File: src/rtl/sar_pkg.sv
// Shared types and helpers for the successive-approximation search block.
// SAR_EARLY_EXIT_EN (in sar_search) enables finishing on an early comparator hit.
package sar_pkg;

    localparam int SAR_WIDTH = 4;

    typedef enum logic [1:0] {
        ST_IDLE,
        ST_TRIAL,
        ST_VERIFY,
        ST_DONE
    } state_t;

    function automatic logic flags_onehot(
        input logic eq,
        input logic lt,
        input logic gt
    );
        return (eq ^ lt ^ gt) & ~(eq & lt & gt);
    endfunction

endpackage

File: src/rtl/sar_flag_chk.sv
// Combinational check that exactly one comparator flag is asserted.
// Protocol violations are detected here and reported by sar_search.
module sar_flag_chk
    import sar_pkg::*;
(
    input  logic eq,
    input  logic lt,
    input  logic gt,
    output logic onehot_ok
);

    assign onehot_ok = flags_onehot(eq, lt, gt);

endmodule

File: src/rtl/sar_search.sv
// Successive-approximation search driving an external comparator.
// Define SAR_EARLY_EXIT_EN to finish as soon as a trial hits equality.
module sar_search
    import sar_pkg::*;
#(
    parameter int WIDTH = SAR_WIDTH
) (
    input  logic             clk,
    input  logic             rst_n,
    input  logic             start,
    output logic [WIDTH-1:0] guess,
    input  logic             cmp_eq,
    input  logic             cmp_lt,
    input  logic             cmp_gt,
    output logic             busy,
    output logic             done,
    output logic [WIDTH-1:0] result,
    output logic             found,
    output logic             err
);

    localparam int IW = (WIDTH > 1) ? $clog2(WIDTH) : 1;

    state_t           state_q;
    state_t           state_d;
    logic [WIDTH-1:0] guess_d;
    logic [WIDTH-1:0] result_d;
    logic [IW-1:0]    idx_q;
    logic [IW-1:0]    idx_d;
    logic             found_d;
    logic             err_d;
    logic             done_d;
    logic             onehot_ok;

    sar_flag_chk u_flag_chk (
        .eq        (cmp_eq),
        .lt        (cmp_lt),
        .gt        (cmp_gt),
        .onehot_ok (onehot_ok)
    );

    assign busy = (state_q != ST_IDLE);

    always_comb begin
        state_d  = state_q;
        guess_d  = guess;
        idx_d    = idx_q;
        result_d = result;
        found_d  = found;
        err_d    = err;
        done_d   = 1'b0;
        unique case (state_q)
            ST_IDLE: begin
                if (start) begin
                    guess_d            = '0;
                    guess_d[WIDTH-1]   = 1'b1;
                    idx_d              = IW'(WIDTH - 1);
                    found_d            = 1'b0;
                    err_d              = 1'b0;
                    state_d            = ST_TRIAL;
                end
            end
            ST_TRIAL: begin
                if (!onehot_ok) begin
                    err_d    = 1'b1;
                    found_d  = 1'b0;
                    result_d = guess;
                    done_d   = 1'b1;
                    state_d  = ST_DONE;
                end
`ifdef SAR_EARLY_EXIT_EN
                else if (cmp_eq) begin
                    result_d = guess;
                    found_d  = 1'b1;
                    done_d   = 1'b1;
                    state_d  = ST_DONE;
                end
`endif
                else begin
                    // eq and gt both keep the trial bit
                    if (cmp_lt) begin
                        guess_d[idx_q] = 1'b0;
                    end
                    if (idx_q != '0) begin
                        guess_d[idx_q - IW'(1)] = 1'b1;
                        idx_d                   = idx_q - IW'(1);
                    end else begin
                        state_d = ST_VERIFY;
                    end
                end
            end
            ST_VERIFY: begin
                if (!onehot_ok) begin
                    err_d   = 1'b1;
                    found_d = 1'b0;
                end else begin
                    err_d   = 1'b0;
                    found_d = cmp_eq;
                end
                result_d = guess;
                done_d   = 1'b1;
                state_d  = ST_DONE;
            end
            ST_DONE: begin
                state_d = ST_IDLE;
            end
            default: begin
                state_d = ST_IDLE;
            end
        endcase
    end

    always_ff @(posedge clk or negedge rst_n) begin
        if (!rst_n) begin
            state_q <= ST_IDLE;
            guess   <= '0;
            idx_q   <= '0;
            result  <= '0;
            found   <= 1'b0;
            err     <= 1'b0;
            done    <= 1'b0;
        end else begin
            state_q <= state_d;
            guess   <= guess_d;
            idx_q   <= idx_d;
            result  <= result_d;
            found   <= found_d;
            err     <= err_d;
            done    <= done_d;
        end
    end

endmodule

File: config.mk
export PLATFORM = sky130hd
export DESIGN_NAME = sar_search
export DESIGN_NICKNAME = d
export VERILOG_FILES = /design/src/rtl/sar_pkg.sv /design/src/rtl/sar_flag_chk.sv /design/src/rtl/sar_search.sv
export SDC_FILE = /design/constraint.sdc
export NUM_CORES = 1
export LEC_CHECK = 0
export CORE_ASPECT_RATIO = 1.1
export CORE_MARGIN = 2
export CORE_UTILIZATION = 30
export DETAILED_ROUTE_END_ITERATION = 16
export GPL_ROUTABILITY_DRIVEN = 0
export SETUP_SLACK_MARGIN = 0.2
export SLEW_MARGIN = 30
export SYNTH_ARGS = -nofsm -noshare
export SYNTH_HDL_FRONTEND = slang
export SYNTH_SLANG_ARGS = --single-unit
File: constraint.sdc
create_clock -name clk -period 2.68 [get_ports clk]
set_input_delay 0.536 -clock clk [delete_from_list [all_inputs] [get_ports clk]]
set_output_delay 0.536 -clock clk [all_outputs]
set_load 0.01 [all_outputs]
* Word level (Yosys, flattened, before mapping)
Index checks and enable logic that the tools add are counted.
Storage, ports and cells: register bits 15, output and inout port bits 12
Cells by class: add/sub/neg operators 1, $lt $le $gt $ge 4, equal/unequal tests 8, muxes and demuxes 29, bitwise gates (word level) 9, reduce and logical (&&, ||, !) cells 13
Operator list (number):
- 2-to-1 mux 4 bit | 7
- one-hot mux 4 bit (2 select lines) | 2
- 2-to-1 mux 2 bit | 6
- != test 2 bit, second input constant | 4
- one-hot mux 2 bit (4 select lines) | 1
- nonzero test 2 bit | 4
- 2-to-1 mux 1 bit | 7
- < comparator 2 x 3 -> 1 bit, second input constant | 2
- one-hot mux 1 bit (3 select lines) | 2
- AND reduction 3 bit | 2
- AND 4 bit | 1
- demux 1 bit (select 2 bit) | 2
- == test 2 bit, second input constant | 2
- >= comparator 2 x 1 -> 1 bit, second input constant | 2
- inverter 4 bit | 1
- bitwise OR 4 bit | 1
- one-hot mux 2 bit (2 select lines) | 1
- AND reduction 2 bit | 2
- AND reduction 4 bit | 1
- AND 1 bit | 3
- != test 3 bit, second input constant | 1
- nonzero test 3 bit | 1
- == test 2 x 1 -> 1 bit, second input constant | 1
- logical AND 1 bit | 2
- other kinds (5) | 6

* Logic depth before layout (Yosys ltp)
Gate-level depths: netlist of run 1.
word-level depth 13, mapped depth 7

* Modules after synthesis
A second synthesis of run 1 with hierarchy kept.
Unflattened totals: cells, all modules 81, area, all modules 900.9 um^2
Modules (own cells, without submodules):
- sar_search | instances 1, cells an instance 78, area an instance 872.1 um^2, seq. area each 375.4 um^2
- sar_flag_chk | instances 1, cells an instance 3, area an instance 28.8 um^2, seq. area each 0.0 um^2

* Worst setup path before layout of run 1
OpenSTA, ideal clock, no wires.
kind input to register, start input cmp_eq, end register guess[3], library setup time 122 ps, data arrival time 1916 ps, data required time 2558 ps, path slack 642 ps, stages 5, cells stage by stage ha_1 or3b_4 a311oi_4 nand3_2 a32o_1
Between the ends: cells in the longest elaborated chain, start to end 6, elaborated cells between the ends (all ways) 8, classes of those cells eq/ne (1); bitwise (6); reduce/logical (1)
RTL lines:
- start: declaration | line sar_search.sv:12 | input logic cmp_eq,
- AND 1 bit (2 in a row) | line sar_pkg.sv:19 | return (eq ^ lt ^ gt) & ~(eq & lt & gt);
- inverter 1 bit | line sar_pkg.sv:19
- AND 1 bit (*) | line sar_pkg.sv:19
- != test 2 bit (no line) (*)
- AND reduction 3 bit (no line) (*)
- end signal: assignment | line sar_search.sv:124 | guess <= guess_d;
- end: declaration | line sar_search.sv:11 | output logic [WIDTH-1:0] guess,
Every way passes the cells marked *; elsewhere a longest branch is shown, timed or not. A chain may end at the register's enable or synchronous reset.

* Worst setup path in the final report of run 1
Same ends and word-level chain as after synthesis.

==> results of run 1 <==
[registers in the layout, summed over array words and instances, names as in the netlist]
signal / cells
guess: 4
result: 4
idx_q: 2
state_q: 2
done: 1
err: 1
found: 1
[layout by cell type (no fill, tap or decap), types with 2 or more instances in the layout]
cell	count
ha_1	10
o2bb2ai_1	2
a31oi_1	2
o21ai_0	4
a21oi_1	4
o21a_1	2
buf_4	3
o2111ai_1	2
mux2_2	5
nand3_1	5
nand2b_1	3
nand2_1	4
dfrtp_1	15
nor2_1	6
nor3_1	2
nor2b_1	2
clkdlybuf4s50_1	17
clkbuf_4	3
inv_1	8
[cell type report]
type	count	area (µm²)
Multi-Input combinational cell	63	492
Sequential cell	15	375
Fill cell	285	1650
Clock buffer	4	26.3
Tap cell	33	41.3
Inverter	8	30.0
Timing Repair Buffer	20	193
[critical path: stages]
cell	delay, ns
clkdlybuf4s50_1	0.45
ha_1	0.35
or3b_4	0.40
a311oi_4	0.43
nand3_2	0.12
a32o_1	0.22
[power by group through the flow]
stage,clock [mW],combinational [mW],sequential (mW)
5_1_grt,0.144,0.791,0.408
4_1_cts,0.136,0.724,0.393
3_3_place_gp,0,0.708,0.392
3_5_place_dp,0,0.722,0.398
6_report,0.128,0.719,0.392
2_1_floorplan,0,0.431,0.410
[routing by layer]
metal	GRT usage, %	vias up
li1	-	361
met1	14.1	339
met2	21.5	17
met3	3.15	2
met4	4.42	0
met5	0	-
[kinds of logic (layout without fill, tap and decap cells)]
group | count (synthesis) | in the layout | synth area share, %
AOI/OAI and AO/OA | 20 | 20 | 17.1
adders and majority gates | 10 | 10 | 13.9
buffers and inverters | 9 | 32 | 3.75
DFF | 15 | 15 | 41.7
muxes | 6 | 6 | 7.36
and+or+nand+nor | 27 | 27 | 16.2
[how the worst min path moves through the flow]
stage / slack, ns / to / start / cells after the start
2_1_floorplan: 0.24 / done / rst_n / 0
3_3_place_gp: 0.48 / found / found / 1
3_5_place_dp: 0.48 / found / found / 1
4_1_cts: 0.51 / found / found / 1
5_1_grt: 0.52 / result[1] / result[1] / 1
6_report: 0.51 / result[2] / result[2] / 1
[through the flow]
step / cell area [µm²] / hold slack (ns) / power (mW) / utilization [%] / std cells
final: 1160 / 0.508 / 1.24 / 41.3 / 143
after global routing: 1160 / 0.522 / 1.34 / 41.3 / 143
after CTS: 1160 / 0.510 / 1.25 / 41.3 / 143
after detailed placement: 1130 / 0.477 / 1.12 / 40.4 / 139
after global placement: 1130 / 0.480 / 1.10 / 40.4 / 139
after floorplan: 901 / 0.240 / 0.841 / - / 87
==> impl_metrics.yaml, run 1 <==
timing:
  setup_viol: 0
  slew_headroom_pct: 54.8
  setup_ws_ns: 0.351
  final_max_slew_viol_count: 0
  final_hold_viol_count: 0
  period_share_pct: 86.9
  rsz0062_at_grt: "no"
  finClkSkew_ns: 0.00565
  finalSetupTns_ns: 0
  tightest_slew_ns: 0.677
  min_period_ns: 2.33
  max_freq_mhz: 429
global_routing:
  grt_max_degree: 16
  first_global_vias: 709
  antenna_found_initial: 0
  grt_use_total_pct: 12.0
  grt.overflow.total: 0
  grt_pass1_wl_mm: 3.13
logic_synthesis:
  postSynthAreaPerCell_um2: 10.4
  syn_nets: 103
  ys.flop_type: "dfrtp_1"
  yosys_warnings: 0
  synth_area_leader_cell: "dfrtp_1"
  synth_cells: 87
  syn-cell-area_um2: 901
  synthArstFlopShare_pct: 100
  synth_seq_cells: 15
  yosys.area.top_type_share_pct: 41.7
  synth_most_common_cell: "dfrtp_1"
  yosysSeqAreaShare_pct: 41.7
  yosys-top-cells-area: "dfrtp_1 (42%), ha_1 (14%), mux2_2 (6.3%)"
  synth_commonest_cells: "dfrtp_1 (15), ha_1 (10), inv_1 (8)"
  yosysUniqueCellTypes: 27
  synth_edf_count: 0
die:
  rows: 20
  die_area_um2: 3460
  coreArea_um2: 2800
  die_h_um: 61.5
  die_x_um: 56.3
  start_util_pct: 32.1
  io_pins: 18
drt:
  route.met3.wl_um: 69
  ant_nets: 0
  drt_pass1_iterations: 4
  wl_met2_um: 940
  routedWlPerCell_um: 13.1
  vias: 719
  maxUsedRoutingLayer: "met4"
  routed_wl_mm: 1.87
  viasPerCell: 5.03
  initialDrtViolationCount: 8
  drc_errors: 0
  met1_length_um: 842
clock_network:
  clock_latency_ns: 0.28
  postCtsHoldBufs: 0
  cts_root_buf: "clkbuf_4"
  cts-htree-levels: 1
  cts_tree: "done"
  ctsResizeCount: 0
  cts_max_path_buffers: 2
  cts.sinks: 15
  cts.clk_slew.worst_paths_ns: 0.09
  cts_made_buffers: 3
  post_cts_buffers: 0
setup_path:
  worstReg2RegEnd: "result[0]"
  r2r-start: "state_q[1]"
  required_ns: 2.85
  worstRegToRegCells: 7
  crit_start: "cmp_eq"
  r2r_setup_slack_ns: 0.58
  crit_path_end_kind: "flop"
  cp_max_fo: 8
  worstSetupStartpointType: "input port"
  endpoint: "guess[3]"
  critical_path_class: "input port to flop"
  critical_path_arrival_ns: 2.50
layout:
  layout-drive-gt1-share_pct: 12.7
  synthToLayoutAreaGrowth_pct: 28.5
  nets: 127
  num_antenna_cells: 0
placed_design:
  numPortBuffers: 17
  dp_slack_ns: 0.0733
  dpl.hpwl_mm: 1.46
pwr:
  clockPowerShare_pct: 10.3
  power_frac_comb_pct: 58.0
  leakage_nw: 0.512
  intPower_mw: 0.736
  switching_share_pct: 40.6
  powerDensity_nw_per_um2: 1070
  vdd_drop_max_mv: 0.535
  p_seq_share_pct: 31.6
  power.switching_mw: 0.503
run_status:
  status: "finished, final reports clean"
worst_hold_path:
  hp-class: "flop to flop"
job:
  drv_cap: 0
No activity file was read; power rests on OpenSTA's default activity.
==> run 2: changes to the inputs <==
--- a/config.mk
+++ b/config.mk
@@ -5,12 +5,14 @@
 export SDC_FILE = /design/constraint.sdc
 export NUM_CORES = 1
 export LEC_CHECK = 0
+export CAP_MARGIN = 0
 export CORE_ASPECT_RATIO = 1.1
 export CORE_MARGIN = 2
 export CORE_UTILIZATION = 30
 export DETAILED_ROUTE_END_ITERATION = 16
 export GPL_ROUTABILITY_DRIVEN = 0
-export SETUP_SLACK_MARGIN = 0.2
+export HOLD_SLACK_MARGIN = 0.1
+export SETUP_SLACK_MARGIN = 0.3
 export SLEW_MARGIN = 30
 export SYNTH_ARGS = -nofsm -noshare
 export SYNTH_HDL_FRONTEND = slang
==> results of run 2 <==
Final layout, timing and power as in run 1 (identical DEF).
==> run 3: changes to the inputs <==
--- a/config.mk
+++ b/config.mk
@@ -6,7 +6,7 @@
 export NUM_CORES = 1
 export LEC_CHECK = 0
 export CAP_MARGIN = 0
-export CORE_ASPECT_RATIO = 1.1
+export CORE_ASPECT_RATIO = 1.75
 export CORE_MARGIN = 2
 export CORE_UTILIZATION = 30
 export DETAILED_ROUTE_END_ITERATION = 16
==> run 3 against run 2 <==
Wire length rose by 10%. Hold slack worse by 0.0052 ns. Clock skew hardly changed. Count of clock-buffer cells in the layout is the same. Sequential power is essentially flat. Largest cell class unchanged.
==> impl_metrics.yaml, run 3 (same netlist as run 1, synthesis figures left out) <==
global_routing:
  grt.overflow.total: 0
  grt_max_degree: 16
  first_global_vias: 751
  grt_use_total_pct: 13.1
  antenna_found_initial: 0
  grt_pass1_wl_mm: 3.37
die:
  die_x_um: 45.4
  die_area_um2: 3470
  rows: 26
  io_pins: 18
  start_util_pct: 31.1
  coreArea_um2: 2900
  die_h_um: 76.5
placed_design:
  dpl.hpwl_mm: 1.58
  dp.cells: 134
  placed_cell_area_um2: 1120
  numPortBuffers: 17
timing:
  rsz0062_at_grt: "no"
  slew_headroom_pct: 52.0
  finClkSkew_ns: 0.00594
  max_freq_mhz: 425
  final_hold_viol_count: 0
  final_max_slew_viol_count: 0
  min_period_ns: 2.35
  finalSetupTns_ns: 0
  setup_viol: 0
  period_share_pct: 87.8
  tightest_slew_ns: 0.717
clock_network:
  cts_made_buffers: 3
  cts.sinks: 15
  cts_tree: "done"
  cts.clk_slew.worst_paths_ns: 0.06
  cts_max_path_buffers: 2
  cts-htree-levels: 1
  postCtsHoldBufs: 0
  cts_root_buf: "clkbuf_8"
  clock_latency_ns: 0.25
setup_path:
  worst_path_largest_cell_delay_ns: 0.54
  worstReg2RegEnd: "result[0]"
  r2r-start: "state_q[1]"
  critPathSlowestCell: "clkdlybuf4s50_1"
  worstRegToRegCells: 7
  critical_path_class: "input port to flop"
  cp_cell_sequence: "clkdlybuf4s50_1 -> ha_4 -> or3b_4 -> a311oi_4 -> buf_4 -> nand3_2 -> a32o_1"
  endpoint: "guess[3]"
  crit_path_end_kind: "flop"
  cpLargestDelayFamily: "buffers and inverters"
  critical_path_arrival_ns: 2.49
  r2r_setup_slack_ns: 0.65
  crit_start: "cmp_eq"
  cp_max_fo: 4
  path_depth: 7
  critPathBufInv: 2
  required_ns: 2.81
  worstSetupStartpointType: "input port"
drt:
  viasPerCell: 5.42
  ant_nets: 0
  routed_wl_mm: 2.06
  vias: 759
  initialDrtViolationCount: 51
  drc_errors: 0
  routedWlPerCell_um: 14.7
  drt_pass1_iterations: 4
layout:
  layout_commonest_cell: "clkdlybuf4s50_1"
  stdcell_count: 140
  synthToLayoutAreaGrowth_pct: 32.9
  num-fill-cells: 284
  final_area_um2: 1200
  multiInputGateArea_um2: 504
  nets: 129
  num_antenna_cells: 0
  layout_common_cells: "clkdlybuf4s50_1 (17), dfrtp_1 (15), ha_1 (9), inv_1 (8), nor2_1 (6)"
  seq_area_um2: 375
  layout-drive-gt1-share_pct: 15.2
  top_regs: "guess: 4 flops, result: 4 flops"
pwr:
  powerDensity_nw_per_um2: 1120
  leakage_nw: 0.530
  vdd_drop_max_mv: 0.564
run_status:
  status: "finished, final reports clean"
worst_hold_path:
  min_path_cells: 1
  hp-class: "flop to flop"
job:
  drv_cap: 0
run 3: changes by cell type in the layout (fill, tap and decap cells not counted):
cell,delta
ha_4,+1
ha_1,-1
clkbuf_8,+3
buf_4,+2
clkbuf_4,-3
run 3: what timing repair did:
item                                    in CTS  in global routing
setup buffers                                0                  2
resized for setup                            0                  1
endpoints found under the setup margin       0                  3
run 3: area by class of cell:
class                   count  share of cell area, %
well taps                  28                   2.93
inverters                   8                   2.51
multi-input cells          63                   42.1
repair buffers             22                   17.3
flip-flops and latches     15                   31.3
clock buffers               4                   3.76
run 3: worst min path at each step:
stage	from	endpoint	slack, ns
2_1_floorplan	rst_n	done	0.24
4_1_cts	found	found	0.50
3_3_place_gp	found	found	0.48
5_1_grt	result[0]	result[0]	0.52
6_report	found	found	0.50
3_5_place_dp	found	found	0.48
run 3: metrics by stage:
stage / util [%] / setup WS, ns / power, mW / hold slack (ns)
2_1_floorplan: - / 0.642 / 0.841 / 0.240
3_3_place_gp: 38.9 / 0.117 / 1.11 / 0.484
3_5_place_dp: 38.9 / 0.0585 / 1.13 / 0.477
4_1_cts: 40.4 / 0.328 / 1.32 / 0.504
5_1_grt: 41.4 / 0.272 / 1.44 / 0.516
6_report: 41.4 / 0.327 / 1.34 / 0.503
run 3: power by group:
group	leakage [nW]	switching (mW)	total (mW)	internal [mW]
Combinational	0.320	0.370	0.762	0.392
Clock	0.0228	0.0814	0.187	0.105
Sequential	0.188	0.0747	0.393	0.318
Total	0.530	0.526	1.34	0.815
run 3: routing by layer:
layer | GRT usage (%) | up-vias | share of wire (%)
li1 | - | 363 | -
met4 | 6.18 | 0 | 2.1
met5 | 0 | - | 0
met3 | 1.42 | 5 | 4.0
met1 | 13.5 | 369 | 37
met2 | 23.8 | 22 | 57
